**src/rtl/fir_seq_pkg.sv**
```systemverilog
// fir_seq_pkg: state encoding and default timing constants shared by the FIR sequencer files.
package fir_seq_pkg;
    localparam int NB_STATE = 3;
    localparam logic [NB_STATE-1:0] ST_IDLE  = 3'd0;
    localparam logic [NB_STATE-1:0] ST_FILL  = 3'd1;
    localparam logic [NB_STATE-1:0] ST_RUN   = 3'd2;
    localparam logic [NB_STATE-1:0] ST_DRAIN = 3'd3;
    localparam logic [NB_STATE-1:0] ST_DONE  = 3'd4;
    localparam int NB_PHASE_DEFAULT  = 2;
    localparam int OS_DEFAULT        = 2 ** NB_PHASE_DEFAULT;
    localparam int FILL_SYMS_DEFAULT = 2;
endpackage

```
**src/rtl/fir_phase_counter.sv**
```systemverilog
// fir_phase_counter: polyphase index counter; o_wrap marks the last phase of a symbol period.
module fir_phase_counter #(
    parameter int NB_PHASE = 2
) (
    input  logic                clock,
    input  logic                i_reset,
    input  logic                i_enable,
    input  logic                i_clear,
    output logic [NB_PHASE-1:0] o_phase,
    output logic                o_wrap
);
    always_ff @(posedge clock or negedge i_reset) begin
        if (!i_reset)
            o_phase <= '0;
        else if (i_clear)
            o_phase <= '0;
        else if (i_enable)
            o_phase <= o_phase + NB_PHASE'(1);
    end

    assign o_wrap = &o_phase;
endmodule

```
**src/rtl/fir_sequencer.sv**
```systemverilog
// fir_sequencer: burst controller for the polyphase FIR (symbol strobe, phase, enable, fill/flush gating).
// Define FIR_SEQ_STATS_EN to add the o_sample_cnt valid-sample counter.
module fir_sequencer
    import fir_seq_pkg::*;
#(
    parameter int NB_PHASE  = NB_PHASE_DEFAULT,
    parameter int FILL_SYMS = FILL_SYMS_DEFAULT,
    parameter int NB_NSYM   = 16
) (
    input  logic                clock,
    input  logic                i_reset,
    input  logic                i_enable,
    input  logic                i_start,
    input  logic                i_stop,
    input  logic [NB_NSYM-1:0]  i_nsym,
    output logic                o_sym_valid,
    output logic                o_zero_fill,
    output logic [NB_PHASE-1:0] o_phase,
    output logic                o_fir_enable,
    output logic                o_out_valid,
    output logic                o_busy,
`ifdef FIR_SEQ_STATS_EN
    output logic [31:0]         o_sample_cnt,
`endif
    output logic                o_done
);
    localparam int NB_FILL = $clog2(FILL_SYMS + 1);
    localparam logic [NB_FILL-1:0] FILL_LAST = NB_FILL'(FILL_SYMS - 1);

    logic [NB_STATE-1:0] state, state_nxt;
    logic [NB_NSYM-1:0]  nsym_q, sym_cnt, sym_nxt;
    logic [NB_FILL-1:0]  fill_cnt;
    logic stop_flag, feeding, active, wrap, strobe, burst_end, start_ok;

    assign feeding   = (state == ST_FILL) || (state == ST_RUN);
    assign active    = feeding || (state == ST_DRAIN);
    assign start_ok  = i_enable && (state == ST_IDLE) && i_start;
    assign strobe    = i_enable && feeding && wrap;
    assign sym_nxt   = sym_cnt + NB_NSYM'(1);
    // a stop raised in the boundary cycle itself still ends the burst on that strobe
    assign burst_end = strobe && (stop_flag || i_stop || (nsym_q != '0 && sym_nxt == nsym_q));

    fir_phase_counter #(.NB_PHASE(NB_PHASE)) u_phase (
        .clock    (clock),
        .i_reset  (i_reset),
        .i_enable (i_enable && active),
        .i_clear  (i_enable && !active),
        .o_phase  (o_phase),
        .o_wrap   (wrap)
    );

    always_comb begin
        state_nxt = state;
        if (i_enable)
            case (state)
                ST_IDLE:  state_nxt = i_start ? ST_FILL : ST_IDLE;
                ST_FILL:  state_nxt = burst_end ? ST_DRAIN : (strobe && fill_cnt == FILL_LAST) ? ST_RUN : ST_FILL;
                ST_RUN:   state_nxt = burst_end ? ST_DRAIN : ST_RUN;
                ST_DRAIN: state_nxt = (wrap && fill_cnt == FILL_LAST) ? ST_DONE : ST_DRAIN;
                default:  state_nxt = ST_IDLE;
            endcase
    end

    always_ff @(posedge clock or negedge i_reset) begin
        if (!i_reset) begin
            state     <= ST_IDLE;
            nsym_q    <= '0;
            sym_cnt   <= '0;
            fill_cnt  <= '0;
            stop_flag <= 1'b0;
        end else if (i_enable) begin
            state     <= state_nxt;
            stop_flag <= feeding && !wrap && (stop_flag || i_stop);
            if (start_ok) begin
                nsym_q   <= i_nsym;
                sym_cnt  <= '0;
                fill_cnt <= '0;
            end else begin
                if (strobe)
                    sym_cnt <= sym_nxt;
                // fill_cnt is reused to count flush symbols once DRAIN begins
                if (burst_end)
                    fill_cnt <= '0;
                else if ((state == ST_FILL || state == ST_DRAIN) && wrap)
                    fill_cnt <= fill_cnt + NB_FILL'(1);
            end
        end
    end

    assign o_sym_valid  = strobe;
    assign o_zero_fill  = state == ST_DRAIN;
    assign o_fir_enable = i_enable && active;
    assign o_out_valid  = i_enable && (state == ST_RUN || state == ST_DRAIN);
    assign o_busy       = state != ST_IDLE;
    assign o_done       = i_enable && (state == ST_DONE);

`ifdef FIR_SEQ_STATS_EN
    always_ff @(posedge clock or negedge i_reset) begin
        if (!i_reset)
            o_sample_cnt <= '0;
        else if (start_ok)
            o_sample_cnt <= '0;
        else if (o_out_valid && !(&o_sample_cnt))
            o_sample_cnt <= o_sample_cnt + 32'd1;
    end
`endif
endmodule

```
**config.mk**
```make
export PLATFORM = sky130hd
export DESIGN_NAME = fir_sequencer
export DESIGN_NICKNAME = d
export VERILOG_FILES = /design/src/rtl/fir_seq_pkg.sv /design/src/rtl/fir_phase_counter.sv /design/src/rtl/fir_sequencer.sv
export SDC_FILE = /design/constraint.sdc
export NUM_CORES = 1
export LEC_CHECK = 0
export CORE_MARGIN = 2
export CORE_UTILIZATION = 35
export CTS_CLUSTER_SIZE = 8
export DETAILED_ROUTE_END_ITERATION = 12
export MAX_ROUTING_LAYER = met4
export PLACE_DENSITY = 0.55
export SLEW_MARGIN = 20
export SYNTH_ARGS = -nofsm -noshare
export SYNTH_HDL_FRONTEND = slang
export SYNTH_SLANG_ARGS = --single-unit
```
**constraint.sdc**
```tcl
create_clock -name clock -period 7.3 [get_ports clock]
set_input_delay 0.73 -clock clock [delete_from_list [all_inputs] [get_ports clock]]
set_output_delay 0.73 -clock clock [all_outputs]
set_load 0.01 [all_outputs]
```
==> summary.md <==
| Metric | Value |
|---|---|
| CTS sink cnt | 40 |
| Synth Net Count | around 300 |
| Placed cells | 375 |
| # port buffers | 28 |
| RSZ-0062 raised after global routing | false |
| Share of cells above drive strength 1 | between 10% and 20% |
| Fillcell total | about 680 |
| Row count | 30 |
| Grt ovf | 0 |
| Layout area overhead | 16.2% |
| Power Density | just over 300 nW/um^2 |
| Diode count | 0 |
| Mapped Area | about 2500 sq um |
| Final Critical Period | 3.67 ns |
| Worst-path maximum fanout | 25 |
| DR WL/cell | about 15 um |
| Post-DRT Antenna Nets | 0 |
| Initial Util | ~36% |
| Number of synthesized flops with an enable pin | 0 |
| Final Skew | 0.00513 ns |
| Die ar. | approximately 7800 sq um |
| Synth area leader | dfrtp_1 |
| Initial antenna violation count | 0 |
| CTS H-tree depth | 2 |
| Ys async rst share | between 90% and 100% |
| Worst-path clk slew | ~0.08 ns |
| Critical path launch point | i_enable |
| Hold-fix buffers, CTS | 0 |
| Status | finished, final reports clean |
| Gate Count Post-Synth | ~270 |
| Warnings, synthesis | 0 |
| CP bufs+invs | 4 |
| Hold path start | u_phase.o_phase[0] |
| WHS | ~0.51 ns |
| Core Region | 6870 sq um |
| Vias per cell | 5.37 |
| Worst skew pair latency | 0.29 ns |
| VDD IR max | between 150 and 200 uV |
| HPWL Detailed | a little over 4000 um |
| Vias in the first global route | between 1,500 and 2,000 |
| Final Hold Vio Count | 0 |
| Register area share after synthesis | roughly two fifths |
| Fin cells | roughly 380 |
| Slew @ Worst Pin | ~0.89 ns |
| CP max-delay cell | clkdlybuf4s50_1 |
| RR Startpoint | sym_cnt[0] |
| Sequential cell area | 1000 sq um |
| Yosys reg bits | 40 |
| Die Y-Extent | 88.6 um |
| Syn Area/Cell | about 9.2 sq um |
| Post-CTS Setup Repair Bufs | 0 |
| Nets | slightly above 300 |
| Top FF cell, synth | dfrtp_1 |
| Static Leak | about 1.1 nW |
| # DRC | 0 |
| Worst slew margin | approximately 40% |
| Setup Crit Path Kind | in2out |
| CP startpoint kind | input port |
| Vias | approximately 2,100 |
| Worst EP required | 6.57 ns |
| Horiz. Die Dim | 88.6 um |
| Crit end category | output pin |
| Post-synth top area share | about two fifths |
| Root buf cell | clkbuf_8 |
| Largest net degree at the start of global routing | 41 |
| Setup TNS | 0 ns |
| Drt first pass iters | 4 |
| Critical path arrival | approximately 3 ns |
| Setup violators final | 0 |
| Multi-input logic area | approximately 1400 sq um |
| Min-Delay Path Class | reg2reg |
| Crit-path cells | clkdlybuf4s50_1, nor2b_1, nand3_1, buf_4, clkinv_1, clkdlybuf4s50_1 |
| CTS tree | built |
| Final WL | approximately 5800 um |
| Global-route wire length before repair | around 10000 um |
| Synth cell types | 48 |
| Total GRT Usage | about 17% |
| Synth area leaders | dfrtp_1, mux2_2, o21ai_0, xnor2_1, nand2_1 |
| Largest incremental delay on the critical path | approximately 0.64 ns |
| Final Slew Violations | 0 |
| Fmax | between 200 and 300 MHz |
| Cts bufs inserted | 5 |
| CP top delay family | buffers and inverters |
| Most Frequent Cell on Critical Path | clkdlybuf4s50_1 |
| Clk buf depth | 2 |
| Post-cts resize count | 0 |
| Final Cycle Share | about half |
| Maxcap violations | 0 |
| First-iteration detailed-routing DRC count | approximately 160 |
| Placer Congestion | 0.914 |
| Io pins | 29 |
[worst reg2reg max path: stages, from the launching register on]
cell and delay (ns):
dfrtp_1 0.53, ha_1 0.40, nand3_4 0.17, or2_1 0.28
or4_1 0.49, a311oi_2 0.31, nand4_1 0.19, a41oi_1 0.26
o31ai_1 0.10
[cells by family (layout without fill, tap and decap cells)]
family          after synthesis  after routing  synth area share [%]
buf+inv                      30             46                  5.69
simple gates                 88             88                  19.4
fa+ha+maj                     3              3                  1.50
xor+xnor                     21             21                  7.34
flops                        40             40                  40.0
compound gates               72             72                  18.5
mux                          17             17                  7.59
[cells in the mapped netlist, types with 8 or more instances]
master and number:
a21oi_1 14, clkbuf_1 10, dfrtp_1 40, inv_1 8, mux2_2 16, nand2_1 19, nand3_1 12, nand4_1 9
nor2_1 17, o21ai_0 29, xnor2_1 16
[per-layer routing]
metal	GRT usage, %	share of wire [%]
met2	23.7	42
met3	2.52	3.1
met5	-	0
met4	5.37	1.1
met1	25.0	54
[layout by cell type (no fill, tap or decap), types with 3 or more instances in the layout]
cell	count
nor4_1	4
o21ai_0	29
dfrtp_1	40
clkdlybuf4s50_1	27
nor2_1	17
a31oi_1	5
and2_1	5
a21oi_1	14
xor2_1	5
ha_1	3
nand3_1	12
inv_1	8
a41oi_1	3
mux2_2	16
nand4_1	9
nor3_1	5
nand2_1	19
xnor2_1	16
o41ai_1	3
or3_1	3
clkbuf_8	5
o31ai_1	5
[stage by stage]
step	total power, mW	instance area (sq um)	utilization (%)	worst slack, ns
2_1_floorplan	0.601	2500	-	4.97
3_3_place_gp	0.694	2800	40.7	3.67
3_5_place_dp	0.697	2800	40.7	3.63
4_1_cts	0.885	2910	42.4	3.64
5_1_grt	0.949	2910	42.4	3.51
6_report	0.878	2910	42.4	3.63
[where the power goes]
group | switching (mW) | internal [mW]
sequential | 0.0914 | 0.288
clock | 0.0823 | 0.101
combinational | 0.149 | 0.166
total | 0.322 | 0.556
[flip-flops by register name (all words and copies together), names as in the netlist]
register / count
nsym_q: 16
sym_cnt: 16
fill_cnt: 2
stop_flag: 1
state: 3
u_phase.o_phase: 2
[final cells by class]
type                            instances  area share (%)
Tap cell                               96            4.13
Clock inverter                          3            1.46
Sequential cell                        40            34.4
Multi-Input combinational cell        201            46.8
Timing Repair Buffer                   29            9.72
Inverter                                9            1.16
Clock buffer                            5            2.36
[worst paths after layout]
path,to,slack [ns],cells past startpoint
setup reg to reg,fill_cnt[0],4.45,8
hold / removal,u_phase.o_phase[0],0.51,1
max in group asynchronous,state[0],6.19,1
setup / recovery,o_sym_valid,3.63,6
min in group asynchronous,nsym_q[0],0.56,1
hold reg to reg,u_phase.o_phase[0],0.51,1
No activity file was read; power rests on OpenSTA's default activity.
